`config.mk`:
```
export PLATFORM = sky130hd
export DESIGN_NAME = bitwise_logic_unit
export DESIGN_NICKNAME = d
export VERILOG_FILES = /design/src/rtl/bitwise_logic_unit.sv
export SDC_FILE = /design/constraint.sdc
export NUM_CORES = 1
export LEC_CHECK = 0
export BUFFER_PORTS_ARGS = -buffer_cell sky130_fd_sc_hd__buf_2
export CAP_MARGIN = 15
export CORE_MARGIN = 3
export CORE_UTILIZATION = 53
export DETAILED_ROUTE_END_ITERATION = 16
export PLACE_DENSITY = 0.75
export SYNTH_ARGS = -nofsm -noshare
export SYNTH_HDL_FRONTEND = slang
export SYNTH_SLANG_ARGS = --single-unit
export TNS_END_PERCENT = 10
```
`constraint.sdc`:
```
create_clock -name clk -period 2.13 [get_ports clk]
set_input_delay 0.426 -clock clk [delete_from_list [all_inputs] [get_ports clk]]
set_output_delay 0.426 -clock clk [all_outputs]
set_load 0.02 [all_outputs]
```
`src/rtl/bitwise_logic_unit.sv`:
```
// Registered bitwise logic unit: 8 bitwise functions feeding a 2-entry result queue with valid/ready on both sides.
// Optional LOGIC_UNIT_FLAGS_EN adds per-entry zero and parity flags on the output side.
module bitwise_logic_unit #(
  parameter int WIDTH = 8
) (
  input  logic             clk,
  input  logic             rst_n,
  input  logic             in_valid,
  output logic             in_ready,
  input  logic [WIDTH-1:0] in_a,
  input  logic [WIDTH-1:0] in_b,
  input  logic [2:0]       in_op,
  output logic             out_valid,
  input  logic             out_ready,
  output logic [WIDTH-1:0] out_y
`ifdef LOGIC_UNIT_FLAGS_EN
  ,
  output logic             out_zero,
  output logic             out_parity
`endif
);

  logic [WIDTH-1:0] result;
  logic [WIDTH-1:0] mem [2];
  logic [1:0]       count;
  logic             head;
  logic             tail;
  logic             push;
  logic             pop;

  always_comb begin
    result = '0;
    case (in_op)
      3'b000:  result = in_a & in_b;
      3'b001:  result = in_a | in_b;
      3'b010:  result = in_a ^ in_b;
      3'b011:  result = ~(in_a & in_b);
      3'b100:  result = ~(in_a | in_b);
      3'b101:  result = ~(in_a ^ in_b);
      3'b110:  result = ~in_a;
      default: result = in_a;
    endcase
  end

  // ready/valid depend only on the registered occupancy
  assign in_ready  = (count < 2'd2);
  assign out_valid = (count != 2'd0);
  assign push      = in_valid && in_ready;
  assign pop       = out_valid && out_ready;
  assign out_y     = mem[head];

  always_ff @(posedge clk) begin
    if (!rst_n) begin
      count  <= 2'd0;
      head   <= 1'b0;
      tail   <= 1'b0;
      mem[0] <= '0;
      mem[1] <= '0;
    end else begin
      if (push) begin
        mem[tail] <= result;
        tail      <= ~tail;
      end
      if (pop) head <= ~head;
      if (push && !pop)      count <= count + 2'd1;
      else if (pop && !push) count <= count - 2'd1;
    end
  end

`ifdef LOGIC_UNIT_FLAGS_EN
  logic zero_q   [2];
  logic parity_q [2];

  assign out_zero   = zero_q[head];
  assign out_parity = parity_q[head];

  always_ff @(posedge clk) begin
    if (!rst_n) begin
      zero_q[0]   <= 1'b1;
      zero_q[1]   <= 1'b1;
      parity_q[0] <= 1'b0;
      parity_q[1] <= 1'b0;
    end else if (push) begin
      zero_q[tail]   <= (result == '0);
      parity_q[tail] <= ^result;
    end
  end
`endif

endmodule

```
# == After elaboration in Yosys (flattened, before gate mapping) ==
# Memory sizes are Yosys's and may differ from the RTL's. A register that Yosys moved wholly into a read port is not among the register bits.
# Index checks and enable logic that the tools add are counted.
# classes
n_eq_ne,6
n_reduce_logical,10
n_lt_le_gt_ge,1
mux,12
div,0
n_addsub,2
n_mul,0
n_bitwise,9
n_shift,0
# op_table
op,n
8-bit one-hot mux with 7 select lines,1
8-bit NOT,4
3-bit == test (second input constant),3
8-bit AND,1
1-bit two-way mux,8
8-bit two-way mux,1
8-bit OR,1
8-bit OR reduction,1
8-bit XOR,1
3-bit by 2-bit == test with 1-bit output (second input constant),2
1-bit logical AND,4
2-bit two-way mux,2
2-bit nonzero test,2
3-bit by 1-bit == test with 1-bit output (second input constant),1
3-bit logical NOT,1
2-bit by 1-bit adder with 2-bit output (second input constant),1
1-bit logical NOT,2
2-bit less-than comparator (second input constant),1
1-bit NOT,2
2-bit by 1-bit subtractor with 2-bit output (second input constant),1
# totals
romBits,0
ramBits,16
register_bits,4
n_memories,1
out_inout_bits,10
latch_bits,0
# mem_list
memory,depth,word_bits,rd,rd_clocked_by_memory_dff,write_ports,line_no,text
mem,2,8,1,1,2,24,logic [WIDTH-1:0] mem [2];

# == Longest topological paths before layout ==
# depth
word_depth,7
depth_mapped,7

# == Worst setup path after synthesis ==
# Ideal clock, no wire load.
# synth_timing
kind,in2reg
startpoint,input port in_valid
endpoint,memory mem[0][0] (enable)
stages,3
path_buffers,0
t_required_ps,1746
arrival_ps,1379
slack_ps,367
path_cell_list,nor2b_1 -> inv_1 -> o21ai_0
# synth_rtl
element,line_no,text
from (decl),8,"input logic in_valid,"
to (decl),24,

==> results.txt <==
The remaining routing DRC violations is 0. The power dissipated by switching net loads is 0.5071 mW. Counting distinct cell types in the post-synthesis netlist gives between 40 and 50. Including well taps, the total number of placed cells is between 200 and 300. The power density over the cells came out at 690.6 nW/um2. The depth of the worst register-to-register path is 5. The standard cell core area is 3178 um2.

The worst setup path is launched from a flip-flop. In this run the critical register-to-register path is launched from count[1]$_SDFFE_PN0P_. The share of post-route cells with drive strength above 1 is 23.58%. For flop-to-flop paths, the worst setup slack is 500 ps. The clock tree root buffer cell is sky130_fd_sc_hd__clkbuf_4. After detailed routing, the average wire length per cell comes to 12.47 um.

After the last flow step, the layout net total stands at 270. The worst setup path is of the flip-flop to primary output kind. The average cell area after synthesis is between 9 and 10 um2. The utilization after layout is between 60% and 70%. Along the worst path, the maximum fanout reaches 8.

The most critical setup path has its endpoint at out_y[6]. The number of top-level pins is 33. For this run, the top clock speed supported by timing is 0.5570 GHz. The post-detailed-routing wire length came out at 3404 um.

The estimated wirelength of the detail-placed design came out at approximately 2700 um. The overall fraction of global-route tracks in use came out at 17.50%. STA classifies the critical path endpoint as a primary output.

The netlist area before placement came out at 1842 um2. The first global-routing pass estimated 5892 um of wire. The number of resized instances in the post-cts repair step came out at 0.

The multi-input logic area came out at 1096 um2. The total number of clock tree sinks came out at 21. The number of enable flip-flop cells after synthesis is 16.

The relative contribution of the clock network to total power came out at 12.9%. The maximum ir drop on the vdd rail is 292.5 uV. The run finished with clean final reports.

The clock skew is 12.99 ps. The worst hold path begins at rst_n. Setup repair after global routing left no endpoint under its margin. The count of placed standard cells in the final layout, fillers left out is 273.

The net count after synthesis is ~240. The weighted congestion at the end of routability-driven global placement came out at 0.8100. The switching part of the total came out at a little over a third. Setup slack on the critical path of the routed design comes to 334.8 ps. The number of instances in the synthesized netlist is 201. The floorplan step set the die width to 64.95 um.

The clock transition at the registers of the reported paths is between 100 and 150 ps. The clock tree buffer depth came out at 2. The final period demand of the worst path came out at 1795 ps. The die height is 64.95 um. The via count of the first global-routing pass came out at approximately 1300. The area growth from synthesis to final layout is 9.918%.

The final count of hold timing violations came out at 0. In this run the number of H-tree levels came out at 1. The register area share after synthesis came out at a little under a third. The flip-flop cell with the highest count after synthesis is sky130_fd_sc_hd__edfxtp_1.

The via count of the routed design came out at 1492. The min-delay analysis places its worst path in the category input port to flip-flop. The first TritonRoute pass finished after 4 iterations. The worst slew margin relative to its limit came out at 71.22%. In this run, synthesis produced a sequential element count of 21. The number of antenna repair diodes came out at 0. The required time at the endpoint of the critical path is 1700 ps. The fill cell total of the finished layout came out at 276.

TritonCTS built the clock tree. The latest clock arrival within the worst-skew pair came out at 300 ps. The end of the worst register-to-register path is count[1]$_SDFFE_PN0P_. The tool flagged a number of max-cap violations equal to 0. Clock tree synthesis inserted a total of 3 buffers. For this block, the initial DRC count from the detailed router was 66. The total overflow left after global routing is 0. The fraction of synthesized cell area taken by the top area cell type is 26.09%. The share of total power dissipated in combinational logic is 44.8%. Entering global routing, the biggest net connects 26 pins.

Yosys instantiated no cell more often than sky130_fd_sc_hd__inv_1. Setup violations remaining at the end of the flow were counted as 0. The initial cell density of the core is between 50% and 60%.

For the worst setup path, the data arrival time is 1370 ps. The detailed-route vias per instance came out at 5.465. OpenSTA, run right after detailed placement, puts the worst setup slack at 202.1 ps. The number of warnings issued by yosys is 0. The share of total power dissipated in sequential elements is a little over two fifths. The leakage dissipation is around 0.93 nW. The number of pins with negative max-slew slack in the final report is 0.

The number of antenna violations at the first check in global routing is 0. After synthesis, the cell types taking the most area are sky130_fd_sc_hd__edfxtp_1 26%, sky130_fd_sc_hd__ha_1 12%, sky130_fd_sc_hd__dfxtp_1 5.4%. The worst hold margin is 437.8 ps. The slew at the pin closest to its max-slew limit came out at 431.7 ps.

Setup total negative slack on the finished layout was measured at 0 ps. Input and output buffers added on the ports amount to 32. Internal power comes to 0.8909 mW. The number of core rows came out at 20. The proportion of synthesized flip-flops having asynchronous set or reset is 0%. The count of antenna-violating nets left after detailed routing came out at 0. Sorting the synthesized cells by how often they occur yields 23 x sky130_fd_sc_hd__inv_1, 22 x sky130_fd_sc_hd__nor2_1, 17 x sky130_fd_sc_hd__ha_1, 16 x sky130_fd_sc_hd__edfxtp_1, 13 x sky130_fd_sc_hd__o21ai_0. Buffers inserted to repair hold after CTS numbered 0. The number of setup buffers added after CTS came out at 0.

The sequential cells in the finished layout cover a total of 580.6 um2. The biggest area contributor in the post-synthesis netlist is sky130_fd_sc_hd__edfxtp_1. The full die area is 4219 um2. The post-route fraction of the period consumed by the critical path is 84.28%.
## flip-flops by register name, indices dropped and copies added, names as in the netlist, named ones only
signal / cells
count: 2
head: 1
mem: 16
tail: 1
## placed cells by master (no fill, tap or decap), types with 4 or more instances in the layout
cell	instances
sky130_fd_sc_hd__and2_1	8
sky130_fd_sc_hd__inv_1	23
sky130_fd_sc_hd__o21ai_0	13
sky130_fd_sc_hd__ha_1	17
sky130_fd_sc_hd__dfxtp_1	5
sky130_fd_sc_hd__buf_2	32
sky130_fd_sc_hd__nand2b_1	6
sky130_fd_sc_hd__nor2_1	22
sky130_fd_sc_hd__a21o_1	4
sky130_fd_sc_hd__mux2_2	8
sky130_fd_sc_hd__edfxtp_1	16
sky130_fd_sc_hd__nor2b_1	4
sky130_fd_sc_hd__a21oi_1	6
sky130_fd_sc_hd__nand2_1	8
sky130_fd_sc_hd__a221oi_2	4
## layer usage
layer	global-route usage, %	wire length [um]	share of wire, %	vias up
li1	-	-	-	776
met1	25.52	1683	49	669
met2	26.44	1524	45	45
met3	1.040	162	4.8	2
met4	7.916	34	1.0	0
met5	0	0	0	-
## power groups by stage
stage,clock (mW),combinational (mW),sequential (mW)
floorplan,0,0.493,0.574
global placement,0,0.622,0.601
detailed placement,0,0.626,0.602
CTS,0.185,0.630,0.592
global route,0.200,0.696,0.601
finish,0.181,0.626,0.591
## kinds of logic (layout without fill, tap and decap cells)
| logic type | after synthesis | count (layout) | share of synthesized area [%] |
|---|---|---|---|
| adders and majority gates | 17 | 17 | 11.55 |
| and+or+nand+nor | 65 | 65 | 18.41 |
| xor gates and xnor gates | 5 | 5 | 2.378 |
| buffers and inverters | 34 | 62 | 8.966 |
| DFF | 21 | 21 | 31.52 |
| AOI/OAI and AO/OA | 49 | 49 | 20.52 |
| muxes | 10 | 10 | 6.658 |
## how the worst min path moves through the flow
stage / to / slack (ps) / cells after the start
after floorplan: count[1]$_SDFFE_PN0P_ / 490 / 2
after global placement: count[1]$_SDFFE_PN0P_ / 530 / 2
after detailed placement: count[1]$_SDFFE_PN0P_ / 540 / 2
after CTS: count[1]$_SDFFE_PN0P_ / 430 / 2
after global routing: count[1]$_SDFFE_PN0P_ / 430 / 2
final: count[1]$_SDFFE_PN0P_ / 440 / 2
## layout make-up
class,instances,share of cell area [%]
Clock buffer,4,1.298
Inverter,24,4.512
Multi-Input combinational cell,146,54.14
Sequential cell,21,28.68
Tap cell,44,2.719
Timing Repair Buffer,34,8.653
## stage by stage
step	power [mW]	area, um2
2_1_floorplan	1.066	1842
3_3_place_gp	1.223	1998
3_5_place_dp	1.228	1998
4_1_cts	1.407	2024
5_1_grt	1.497	2024
6_report	1.398	2024
## worst max-delay path: stages (launching register included)
cell                      delay (ps)
sky130_fd_sc_hd__dfxtp_1         530
sky130_fd_sc_hd__mux2_2          390
sky130_fd_sc_hd__buf_2           160
Power figures use the tool's default switching activity.
